<file path="config.mk">
export PLATFORM = sky130hd
export DESIGN_NAME = dmem_initiator
export DESIGN_NICKNAME = d
export VERILOG_FILES = /design/src/rtl/dmem_initiator.sv
export SDC_FILE = /design/constraint.sdc
export NUM_CORES = 1
export LEC_CHECK = 0
export CORE_UTILIZATION = 40
export DETAILED_ROUTE_END_ITERATION = 10
export DONT_BUFFER_PORTS = 1
export HOLD_SLACK_MARGIN = 0.03
export MAX_ROUTING_LAYER = met4
export SYNTH_ARGS = -nofsm -noshare
export SYNTH_HDL_FRONTEND = slang
export SYNTH_SLANG_ARGS = --single-unit
export TNS_END_PERCENT = 20
</file>
<file path="constraint.sdc">
create_clock -name clk -period 3.5 [get_ports clk]
set_input_delay 0.875 -clock clk [delete_from_list [all_inputs] [get_ports clk]]
set_output_delay 0.875 -clock clk [all_outputs]
set_load 0.02 [all_outputs]
</file>
<file path="src/rtl/dmem_initiator.sv">
// Request-side controller for the data memory strobe/stall protocol: one load or store
// at a time, with misaligned halfwords and words split into sequential byte accesses.
module dmem_initiator #(
  parameter int TIMEOUT = 16
) (
  input  logic        clk,
  input  logic        rst_n,
  input  logic        req_valid,
  output logic        req_ready,
  input  logic        req_write,
  input  logic [31:0] req_addr,
  input  logic [31:0] req_wdata,
  input  logic [3:0]  req_mask,
  output logic        resp_valid,
  output logic [31:0] resp_rdata,
  output logic        resp_err,
  output logic [31:0] mem_addr,
  output logic [31:0] mem_write_data,
  output logic        mem_memwrite,
  output logic        mem_memread,
  output logic [3:0]  mem_sign_mask,
  input  logic [31:0] mem_read_data,
  input  logic        mem_clk_stall
);

  localparam logic [2:0] IDLE    = 3'd0;
  localparam logic [2:0] ISSUE   = 3'd1;
  localparam logic [2:0] WAIT_HI = 3'd2;
  localparam logic [2:0] WAIT_LO = 3'd3;
  localparam logic [2:0] DONE    = 3'd4;

  localparam int TW = (TIMEOUT > 1) ? $clog2(TIMEOUT) : 1;
  localparam logic [TW-1:0] TIMER_LAST = TW'(TIMEOUT - 1);

  logic [2:0]    state;
  logic          is_write;
  logic          is_split;
  logic          is_signed;
  logic [1:0]    last_idx;
  logic [1:0]    idx;
  logic [1:0]    next_idx;
  logic [31:0]   base_addr;
  logic [31:0]   wdata_q;
  logic [31:0]   rbuf;
  logic [31:0]   rbuf_next;
  logic [31:0]   load_result;
  logic [TW-1:0] timer;
  logic          timer_done;
  logic          accept;
  logic [2:0]    size;
  logic          size_ok;
  logic          split_req;
  logic [1:0]    last_req;

  // Holding ready low while the memory still stalls keeps a fresh strobe from
  // overlapping an access that was in flight across a reset.
  assign req_ready  = (state == IDLE) && !mem_clk_stall;
  assign accept     = req_valid && req_ready;
  assign timer_done = (timer == TIMER_LAST);
  assign next_idx   = idx + 2'd1;

  always_comb begin
    size      = req_mask[2:0];
    size_ok   = (size == 3'b100) || (size == 3'b010) || (size == 3'b001);
    split_req = 1'b0;
    last_req  = 2'd0;
    if (size == 3'b010 && req_addr[0]) begin
      split_req = 1'b1;
      last_req  = 2'd1;
    end else if (size == 3'b100 && req_addr[1:0] != 2'b00) begin
      split_req = 1'b1;
      last_req  = 2'd3;
    end
  end

  // Split loads collect unsigned bytes little-endian; only a half needs extending.
  always_comb begin
    rbuf_next = rbuf;
    rbuf_next[{idx, 3'b000} +: 8] = mem_read_data[7:0];
    if (!is_split)
      load_result = mem_read_data;
    else if (last_idx == 2'd1)
      load_result = {{16{is_signed & rbuf_next[15]}}, rbuf_next[15:0]};
    else
      load_result = rbuf_next;
  end

  always_ff @(posedge clk or negedge rst_n) begin
    if (!rst_n) begin
      state          <= IDLE;
      is_write       <= 1'b0;
      is_split       <= 1'b0;
      is_signed      <= 1'b0;
      last_idx       <= 2'd0;
      idx            <= 2'd0;
      base_addr      <= '0;
      wdata_q        <= '0;
      rbuf           <= '0;
      timer          <= '0;
      resp_valid     <= 1'b0;
      resp_err       <= 1'b0;
      resp_rdata     <= '0;
      mem_addr       <= '0;
      mem_write_data <= '0;
      mem_sign_mask  <= '0;
      mem_memread    <= 1'b0;
      mem_memwrite   <= 1'b0;
    end else begin
      mem_memread  <= 1'b0;
      mem_memwrite <= 1'b0;
      case (state)
        IDLE: begin
          if (accept) begin
            is_write  <= req_write;
            is_split  <= split_req;
            is_signed <= req_mask[3];
            last_idx  <= last_req;
            idx       <= 2'd0;
            base_addr <= req_addr;
            wdata_q   <= req_wdata;
            rbuf      <= '0;
            if (!size_ok) begin
              resp_valid <= 1'b1;
              resp_err   <= 1'b1;
              resp_rdata <= '0;
              state      <= DONE;
            end else begin
              mem_addr       <= req_addr;
              mem_write_data <= split_req ? {24'h0, req_wdata[7:0]} : req_wdata;
              mem_sign_mask  <= split_req ? 4'b0001 : req_mask;
              mem_memread    <= !req_write;
              mem_memwrite   <= req_write;
              state          <= ISSUE;
            end
          end
        end
        ISSUE: begin
          timer <= '0;
          state <= WAIT_HI;
        end
        WAIT_HI: begin
          if (mem_clk_stall) begin
            timer <= '0;
            state <= WAIT_LO;
          end else if (timer_done) begin
            resp_valid <= 1'b1;
            resp_err   <= 1'b1;
            resp_rdata <= '0;
            state      <= DONE;
          end else begin
            timer <= timer + TW'(1);
          end
        end
        WAIT_LO: begin
          if (!mem_clk_stall) begin
            rbuf <= rbuf_next;
            if (idx != last_idx) begin
              idx            <= next_idx;
              mem_addr       <= base_addr + {30'd0, next_idx};
              mem_write_data <= {24'h0, wdata_q[{next_idx, 3'b000} +: 8]};
              mem_sign_mask  <= 4'b0001;
              mem_memread    <= !is_write;
              mem_memwrite   <= is_write;
              state          <= ISSUE;
            end else begin
              resp_valid <= 1'b1;
              resp_err   <= 1'b0;
              resp_rdata <= is_write ? 32'd0 : load_result;
              state      <= DONE;
            end
          end else if (timer_done) begin
            resp_valid <= 1'b1;
            resp_err   <= 1'b1;
            resp_rdata <= '0;
            state      <= DONE;
          end else begin
            timer <= timer + TW'(1);
          end
        end
        DONE: begin
          resp_valid <= 1'b0;
          resp_err   <= 1'b0;
          state      <= IDLE;
        end
        default: state <= IDLE;
      endcase
    end
  end

endmodule
</file>
==> impl_metrics.toml <==
[detailed_routing]
drc = 0
viasPerCell = 5.52
wl_per_cell_um = 20.3
ant_nets = 0
drt-total-wl_um = 27600
vias = 7506
first_pass_iters = 5
drt_iter0_drc = 547

[timing]
setup-violations-final = 0
slew-limit-headroom = 0.187
max_freq_mhz = 367
worstMarginPinSlew_ns = 1.22
fin_setup_tns_ns = 0
finClkSkew_ns = 0.0318
fin_crit_ns = 2.73
rsz0062_at_grt = "false"
slew_viol_final = 0
period_share = 0.780
hold_violations = 0

[power]
p_per_area_nw_per_um2 = 845
fin_total_pwr_mw = 9.52
total_leakage_power_nw = 5.10
irDropWorstVdd_mv = 0.425

[die]
core-area_um2 = 24500
die_w_um = 161
die_h_um = 161
start_util = 0.411
fp.dieArea_um2 = 25800
row_count = 57
io_pins = 210

[synthesis]
ys_seq_elements = 213
synth_nets = 1151
synth_edf_count = 0
ys_types = 61
synth_warnings = 0
async_flop_share = 1.00
synth_area_um2 = 10100
synth_top_area_share = 0.530
synth_area_leaders = "dfrtp_1 (53%), nand2_1 (11%), a22o_1 (7.2%)"
netlist.top_cell.by_area = "dfrtp_1"
ys_seq_area_frac = 0.530
syn_area_per_cell_um2 = 9.70
ys.flop_type = "dfrtp_1"
synth_cells = 1037

[worst_hold_path]
hold_class = "input port to asynchronous set/reset pin"

[critical_path]
critPathLaunchType = "register"
worst_ep_arrival_time_ns = 3.15
crit_fanout = 7
rr_worst_depth = 8
required_ns = 3.92
reg2reg_from = "idx[1]"
reg2reg_slack_ns = 0.77
regToRegEndpoint = "mem_addr[30]"
cp-end-kind = "register"
worstSetupPathType = "register to register"

[clocking]
postCtsSetupBuffers = 0
clk_path_buf_depth = 3
clock-sinks = 213
numCtsBuffers = 24
cts_tree = "yes"
clkLatencyLatePin_ns = 0.54
htreeDepth = 1
post_cts_resized = 0
cts-root-buf = "clkbuf_16"
postCtsHoldBufs = 2
clkSlewWorstSetupHoldPaths_ns = 0.06

[cells_and_area]
drive_gt1_frac = 0.0899
final_common_cell = "nand2_1"
syn_to_final_growth_pct = 12.1
fin_nets = 1131
num_antenna_cells = 0
layout_common_cells = "nand2_1 (283), dfrtp_1 (213), a22o_1 (83), nor2_1 (57), nand3_1 (29)"
n_fill_cell = 2321
utilization = 0.461
stdcell_area_um2 = 11300

[grt]
grtUsageTotal = 0.224
grt_max_degree = 99
use_met3 = 0.0653
antenna_found_initial = 0
grt_pass1_wl_um = 43800
overflow = 0
grt_pass1_vias = 7468
use_met1 = 0.298
grt.busiest_layer = "met2"
met2_usage = 0.331

[outcome]
status = "complete, no violations"

[job]
drv_cap = 0

[placement]
io_buffers = 0
gp_congestion = 0.853
dpl.hpwl_um = 18700
detailed_place.area_um2 = 10400
critical path, stage by stage (launching register included):
cell and delay [ns]:
dfrtp_1 0.43, inv_1 0.10, ha_1 0.33, fa_1 0.27
nand3_1 0.19, nor2_2 0.32, nand3_1 0.19, or4_1 0.54
a32o_1 0.26
sequential cells by signal (all words and copies together) (netlist names), 2 cells and up:
name	count
mem_write_data	32
rbuf	32
timer	4
base_addr	32
mem_sign_mask	4
idx	2
wdata_q	32
state	3
mem_addr	32
resp_rdata	32
metal layers:
metal,wire (um),up-vias
li1,-,3588
met1,12400,3606
met2,12100,264
met3,2350,48
met4,737,0
met5,0,-
worst max path at each step:
stage	cells past startpoint	start	slack, ns	to
2_1_floorplan	6	mem_clk_stall	0.84	mem_write_data[21]
3_3_place_gp	5	req_mask[1]	0.66	resp_rdata[8]
3_5_place_dp	5	req_mask[1]	0.60	resp_rdata[18]
4_1_cts	8	idx[1]	0.76	mem_addr[30]
5_1_grt	8	idx[1]	0.59	mem_addr[30]
6_report	8	idx[1]	0.77	mem_addr[30]
power breakdown:
part / leakage (nW) / total (mW) / internal (mW) / switching, mW
logic: 1.92 / 2.20 / 0.945 / 1.26
clock network: 0.422 / 2.73 / 1.63 / 1.09
registers: 2.76 / 4.59 / 3.29 / 1.30
total: 5.10 / 9.52 / 5.87 / 3.65
through the flow:
| stage | hold WS [ns] | worst slack, ns | instances |
|---|---|---|---|
| final | 0.0535 | 0.772 | 1359 |
| after floorplan | 0.440 | 0.843 | 1037 |
| after global routing | 0.0320 | 0.586 | 1359 |
| after detailed placement | 0.462 | 0.604 | 1313 |
| after global placement | 0.455 | 0.661 | 1313 |
| after CTS | 0.0305 | 0.761 | 1359 |
synth_stat cells, types with 9 or more instances:
master,instances
a21oi_1,25
a22o_1,83
a22oi_1,10
a31oi_1,28
and3_1,9
buf_1,10
buf_2,12
clkbuf_1,36
dfrtp_1,213
inv_1,9
nand2_1,284
nand2b_1,18
nand3_1,29
nor2_1,57
nor2b_1,12
nor3_1,12
o211ai_1,14
o21ai_0,22
o21ai_1,12
xnor2_1,13
xor2_1,16
logic make-up after synthesis:
logic type / count (synthesis) / synth area share
XOR/XNOR: 30 / 0.0269
AND/OR/NAND/NOR: 458 / 0.200
buffers and inverters: 79 / 0.0341
flip-flops: 213 / 0.530
multiplexers: 18 / 0.0281
AO/OA/AOI/OAI: 229 / 0.168
adder cells (fa/ha/maj): 10 / 0.0129
cell type report:
type,count,area [um2],area share
clock inverters,17,224,0.0199
inverters,10,37.5,0.00333
clock buffers,27,642,0.0569
well taps,324,405,0.0360
repair buffers,23,230,0.0204
multi-input cells,745,4400,0.391
flip-flops and latches,213,5330,0.473
(Power assumes the default switching activity.)
